$ cat config.mk
export PLATFORM = sky130hd
export DESIGN_NAME = tiny_cpu_core_p
export DESIGN_NICKNAME = d
export VERILOG_FILES = /design/src/rtl/tiny_cpu_pkg.sv /design/src/rtl/tiny_cpu_alu.sv /design/src/rtl/tiny_cpu_core_p.sv
export SDC_FILE = /design/constraint.sdc
export NUM_CORES = 1
export LEC_CHECK = 0
export BUFFER_PORTS_ARGS = -buffer_cell sky130_fd_sc_hd__buf_4
export CORE_AREA = 2 2 260 236
export DETAILED_ROUTE_END_ITERATION = 8
export DIE_AREA = 0 0 262 238
export GPL_TIMING_DRIVEN = 0
export PLACE_DENSITY = 0.43
export SETUP_SLACK_MARGIN = 0.02
export SYNTH_ARGS = -nofsm -noshare
export SYNTH_HDL_FRONTEND = slang
export SYNTH_HIERARCHICAL = 1
export SYNTH_SLANG_ARGS = --single-unit
$ cat constraint.sdc
create_clock -name clk -period 5.65 [get_ports clk]
set_input_delay 0.8475 -clock clk [delete_from_list [all_inputs] [get_ports clk]]
set_output_delay 0.8475 -clock clk [all_outputs]
set_load 0.02 [all_outputs]
$ cat src/rtl/tiny_cpu_pkg.sv
// Shared encodings for the tiny accumulator-style CPU: FSM states, opcodes,
// ALU function codes and the instruction byte layout.
package tiny_cpu_pkg;

  typedef logic [1:0] state_t;

  localparam state_t S_IDLE  = 2'd0;
  localparam state_t S_FETCH = 2'd1;
  localparam state_t S_EXEC  = 2'd2;
  localparam state_t S_HALT  = 2'd3;

  localparam logic [1:0] OP_LD  = 2'b00;
  localparam logic [1:0] OP_ST  = 2'b01;
  localparam logic [1:0] OP_ALU = 2'b10;
  localparam logic [1:0] OP_JZ  = 2'b11;

  localparam logic [1:0] F_ADD = 2'b00;
  localparam logic [1:0] F_SUB = 2'b01;
  localparam logic [1:0] F_AND = 2'b10;
  localparam logic [1:0] F_XOR = 2'b11;

  localparam logic [7:0] INSTR_HALT = 8'hFF;

  // imm4 shares bits [3:0] with rb/func; decoders pick whichever view applies.
  typedef struct packed {
    logic [1:0] op;
    logic [1:0] ra;
    logic [1:0] rb;
    logic [1:0] func;
  } instr_t;

endpackage

$ cat src/rtl/tiny_cpu_alu.sv
// Combinational 4-function ALU; all results wrap modulo 2^DW.
module tiny_cpu_alu
  import tiny_cpu_pkg::*;
#(
  parameter int DW = 8
) (
  input  logic [DW-1:0] a,
  input  logic [DW-1:0] b,
  input  logic [1:0]    func,
  output logic [DW-1:0] y
);

  always_comb begin
    y = '0;
    unique case (func)
      F_ADD:   y = a + b;
      F_SUB:   y = a - b;
      F_AND:   y = a & b;
      F_XOR:   y = a ^ b;
      default: y = '0;
    endcase
  end

endmodule

$ cat src/rtl/tiny_cpu_core_p.sv
// Two-cycle FETCH/EXEC CPU with a 4-entry register file, unified program/data
// memory, program-load port and a memory-mapped output register.
module tiny_cpu_core_p
  import tiny_cpu_pkg::*;
#(
  parameter int DW        = 8,
  parameter int MEM_AW    = 5,
  parameter int DATA_BASE = 16,
  parameter int OUT_ADDR  = 15
) (
  input  logic              clk,
  input  logic              rst_n,
  input  logic              run,
  input  logic              prog_we,
  input  logic [MEM_AW-1:0] prog_addr,
  input  logic [DW-1:0]     prog_wdata,
  input  logic [1:0]        dbg_sel,
  output logic [DW-1:0]     dbg_rdata,
  output logic [7:0]        pc,
  output logic              halted,
  output logic              busy,
  output logic [DW-1:0]     out_data,
  output logic              out_valid
);

  localparam int DEPTH = 1 << MEM_AW;

  state_t            state;
  logic [7:0]        pc_q;
  logic [7:0]        instr_q;
  logic [DW-1:0]     regs [4];
  logic [DW-1:0]     mem  [DEPTH];

  instr_t            ins;
  logic [3:0]        imm;
  logic [MEM_AW-1:0] data_addr;
  logic [MEM_AW-1:0] fetch_addr;
  logic [DW-1:0]     fetch_word;
  logic [DW-1:0]     alu_y;
  logic              is_halt;
  logic              jz_taken;

  assign ins        = instr_t'(instr_q);
  assign imm        = instr_q[3:0];
  assign data_addr  = MEM_AW'(DATA_BASE) + MEM_AW'(imm);
  // pc is 8 bits; the fetch address wraps modulo the memory depth.
  assign fetch_addr = MEM_AW'(pc_q);
  assign fetch_word = mem[fetch_addr];
  assign is_halt    = (instr_q == INSTR_HALT);
  assign jz_taken   = (regs[ins.ra] == '0);

  tiny_cpu_alu #(.DW(DW)) u_alu (
    .a    (regs[ins.ra]),
    .b    (regs[ins.rb]),
    .func (ins.func),
    .y    (alu_y)
  );

  always_ff @(posedge clk or negedge rst_n) begin
    if (!rst_n) begin
      state     <= S_IDLE;
      pc_q      <= '0;
      instr_q   <= '0;
      out_data  <= '0;
      out_valid <= 1'b0;
      for (int i = 0; i < 4; i++) regs[i] <= '0;
      for (int i = 0; i < DEPTH; i++) mem[i] <= '0;
    end else begin
      out_valid <= 1'b0;
      case (state)
        S_IDLE: begin
          if (prog_we) mem[prog_addr] <= prog_wdata;
          if (run) state <= S_FETCH;
        end
        S_FETCH: begin
          instr_q <= fetch_word[7:0];
          state   <= S_EXEC;
        end
        S_EXEC: begin
          // HALT wins over JZ r3,15, which shares the same byte.
          if (is_halt) begin
            state <= S_HALT;
          end else begin
            state <= run ? S_FETCH : S_IDLE;
            pc_q  <= pc_q + 8'd1;
            case (ins.op)
              OP_LD:  regs[ins.ra] <= mem[data_addr];
              OP_ST: begin
                mem[data_addr] <= regs[ins.ra];
                if (imm == 4'(OUT_ADDR)) begin
                  out_data  <= regs[ins.ra];
                  out_valid <= 1'b1;
                end
              end
              OP_ALU: regs[ins.ra] <= alu_y;
              default: if (jz_taken) pc_q <= {4'b0, imm};
            endcase
          end
        end
        default: begin
          if (!run) begin
            state <= S_IDLE;
            pc_q  <= '0;
          end
        end
      endcase
    end
  end

  assign dbg_rdata = regs[dbg_sel];
  assign pc        = pc_q;
  assign halted    = (state == S_HALT);
  assign busy      = (state == S_FETCH) || (state == S_EXEC);

endmodule

==> results.yml <==
detailed_routing:
  drc: 0
  routed_via_density: 5.83
  postRouteAntennaNets: 0
  drt_iter0_markers: 1239
  firstDrtPassIters: 6
  wl_per_cell_um: 29.8
  route.vias.total: 13438
  wl_um: 68700
synthesis:
  synth_seq_area_share_pct: 44.3
  syn_area_per_cell_um2: 12.6
  synth_edf_count: 0
  synthDistinctLibCells: 66
  syn_inst: 1413
  syn-num-nets: 1455
  yosysTopAreaCellShare_pct: 44.3
  ys_async_sr_fraction_pct: 100
  synthTopCellsByArea: "dfrtp_1, mux4_2, mux2_2"
  yosysMostFrequentCell: "dfrtp_1"
  synth_flop_cell: "dfrtp_1"
  netlist_area_um2: 17800
  synth_area_leader_cell: "dfrtp_1"
  synth_common_cells: "dfrtp_1, a22oi_1, mux2_2"
  yosysWarnings: 6
  synth_seq_cells: 315
power:
  swShare_pct: 43.2
  power_frac_clock_pct: 20.0
  p_int_mw: 7.17
  p_leak_nw: 8.13
  ir_worst_vdd_mv: 0.310
  p_sw_mw: 5.47
  p_comb_share_pct: 49.5
  power_frac_seq_pct: 30.5
  p_per_area_nw_per_um2: 619
clocking:
  clk_pin_slew_worst_paths_ns: 0.06
  cts_setup_buffers: 0
  cts_resized: 0
  tritoncts: "done"
  cts.sinks: 315
  insertion_delay_ns: 0.58
  cts_buffers: 39
  root_buffer: "clkbuf_16"
  htreeDepth: 2
  clock_path_buffers: 3
  cts_hold_buf: 0
global_route:
  grt_overflow: 0
  grt_pass1_vias: 13603
  grt_pass1_wl_um: 99500
  grt_util_all_layers_pct: 22.3
  grt_max_degree: 110
  antenna_found_initial: 5
sta:
  skew_ns: 0.0313
  slew_headroom_pct: 13.2
  setup_ws_ns: 0.638
  setup_viol: 0
  drv_slew: 0
  fin_crit_ns: 5.01
  holdWs_ns: 0.0931
  tightestPinTransition_ns: 1.30
  finalSetupTns_ns: 0
  finalHoldViolCount: 0
  rsz0062_at_grt: "false"
  period_share_pct: 88.7
  max_freq_ghz: 0.200
worst_setup_path:
  critPathKind: "flip-flop to flip-flop"
  startpoint_type: "flip-flop"
  cp_slowest_stage_delay_ns: 0.91
  cp_data_required_time_ns: 6.07
  r2r-end: "regs[7]"
  worstPathArrival_ns: 5.43
  critPathMaxFanout: 10
  r2r-start: "ins[2]"
  reg2reg_depth: 15
  critPathCaptureType: "flip-flop"
  crit_chain: "buf_1, buf_1, mux4_2, inv_1, ha_1, a31oi_1, xnor2_1, ha_1, a21o_1, a31o_2, a21oi_1, xnor2_1, mux2i_1, mux2i_4, a21oi_1"
  r2r_slack_ns: 0.64
  slowest_stage: "buf_1"
finish:
  fin_nets: 1539
  drive_gt1_share_pct: 29.5
  antennaDiodeCount: 0
  area_growth_pct: 14.8
  stdcell_count: 2306
  final.fill_count: 5886
floorplan:
  core_area_um2: 59600
  die_w_um: 262
  initial_utilization_pct: 29.9
  row_count: 85
  die_h_um: 238
  boundaryPins: 46
  die-area_um2: 62400
flow_run:
  maxCapViolCount: 0
run_status:
  status: "complete, no violations"
min_path:
  hold_path.class: "input pin to asynchronous set/reset pin"
placement:
  gp_congestion: 0.893
  hpwl_um: 48600
  port_buffers: 40
  place_inst: 2239
  dpl_worst_slack_ns: 0.695
[cells in the final DEF, fill, tap and decap left out, drive strengths merged, types with 6 or more instances in the layout]
master | synthesis | final
dfrtp | 315 | 315
mux2 | 146 | 146
a22oi | 128 | 128
mux4 | 127 | 127
clkbuf | 68 | 125
buf | 51 | 94
nor2 | 87 | 87
nand2 | 85 | 85
o21ai | 85 | 85
o2bb2ai | 66 | 66
a21oi | 48 | 48
o22ai | 34 | 34
ha | 22 | 22
nor3 | 22 | 22
mux2i | 20 | 20
inv | 12 | 13
nand3b | 12 | 12
nor4 | 12 | 12
xnor2 | 8 | 8
a31oi | 7 | 7
nand3 | 6 | 6
[power groups by stage]
stage          clock (mW)  combinational, mW  sequential [mW]
3_3_place_gp            0               6.13             3.83
4_1_cts              2.59               6.22             3.84
3_5_place_dp            0               6.20             3.87
5_1_grt              2.68               6.64             3.97
6_report             2.53               6.25             3.85
2_1_floorplan           0               4.20             3.63
[metrics by stage]
step	utilization, %	power [mW]	area (um^2)
6_report	34.3	12.6	20400
3_5_place_dp	32.2	10.1	19100
2_1_floorplan	-	7.83	17800
4_1_cts	34.3	12.6	20400
3_3_place_gp	32.0	9.96	19100
5_1_grt	34.3	13.3	20400
[layer usage]
| metal | up-vias | track usage [%] | wire [um] |
|---|---|---|---|
| li1 | 5678 | - | - |
| met5 | - | 0 | 45 |
| met1 | 7069 | 32.4 | 31100 |
| met4 | 6 | 6.88 | 2090 |
| met3 | 116 | 4.81 | 5260 |
| met2 | 569 | 33.2 | 30300 |
[worst max-delay path, delay by kind of cell (launching register included)]
family	cells	cell delay [ns]
XOR/XNOR	2	0.36
buffers and inverters	3	1.54
adder cells (fa/ha/maj)	2	0.51
AO/OA/AOI/OAI	5	0.93
flip-flops	1	0.43
multiplexers	3	1.05
[registers in the layout (all words and copies together), names as in the netlist]
register	count
out_valid	1
mem	256
out_data	8
ins	8
regs	32
pc	8
state	2
[worst max path at each step]
stage          startpoint  endpoint  slack (ns)  cells past startpoint
2_1_floorplan      ins[2]   regs[7]        1.89                     15
3_3_place_gp        rst_n  mem[200]        0.56                      1
3_5_place_dp       ins[2]   regs[7]        0.69                     15
4_1_cts            ins[2]   regs[7]        0.65                     15
5_1_grt            ins[2]   regs[7]        0.42                     15
6_report           ins[2]   regs[7]        0.64                     15
[logic make-up after synthesis]
group | after synthesis | synth area share [%]
AND/OR/NAND/NOR | 256 | 7.81
multiplexers | 293 | 27.1
adder cells (fa/ha/maj) | 23 | 1.66
flip-flops | 315 | 44.3
AO/OA/AOI/OAI | 383 | 15.1
XOR/XNOR | 12 | 0.591
buffers and inverters | 131 | 3.39
[layout make-up]
cell class                 count  area [um^2]  share of cell area, %
clock buffer                  57         1110                   5.46
timing repair buffer          43          390                   1.91
clock inverter                10          143                  0.699
buffer                       119          558                   2.73
sequential                   315         7880                   38.6
inverter                      12         45.0                  0.221
multi-input combinational    967         9290                   45.5
tap                          783          980                   4.80
No activity file was read; power rests on OpenSTA's default activity.
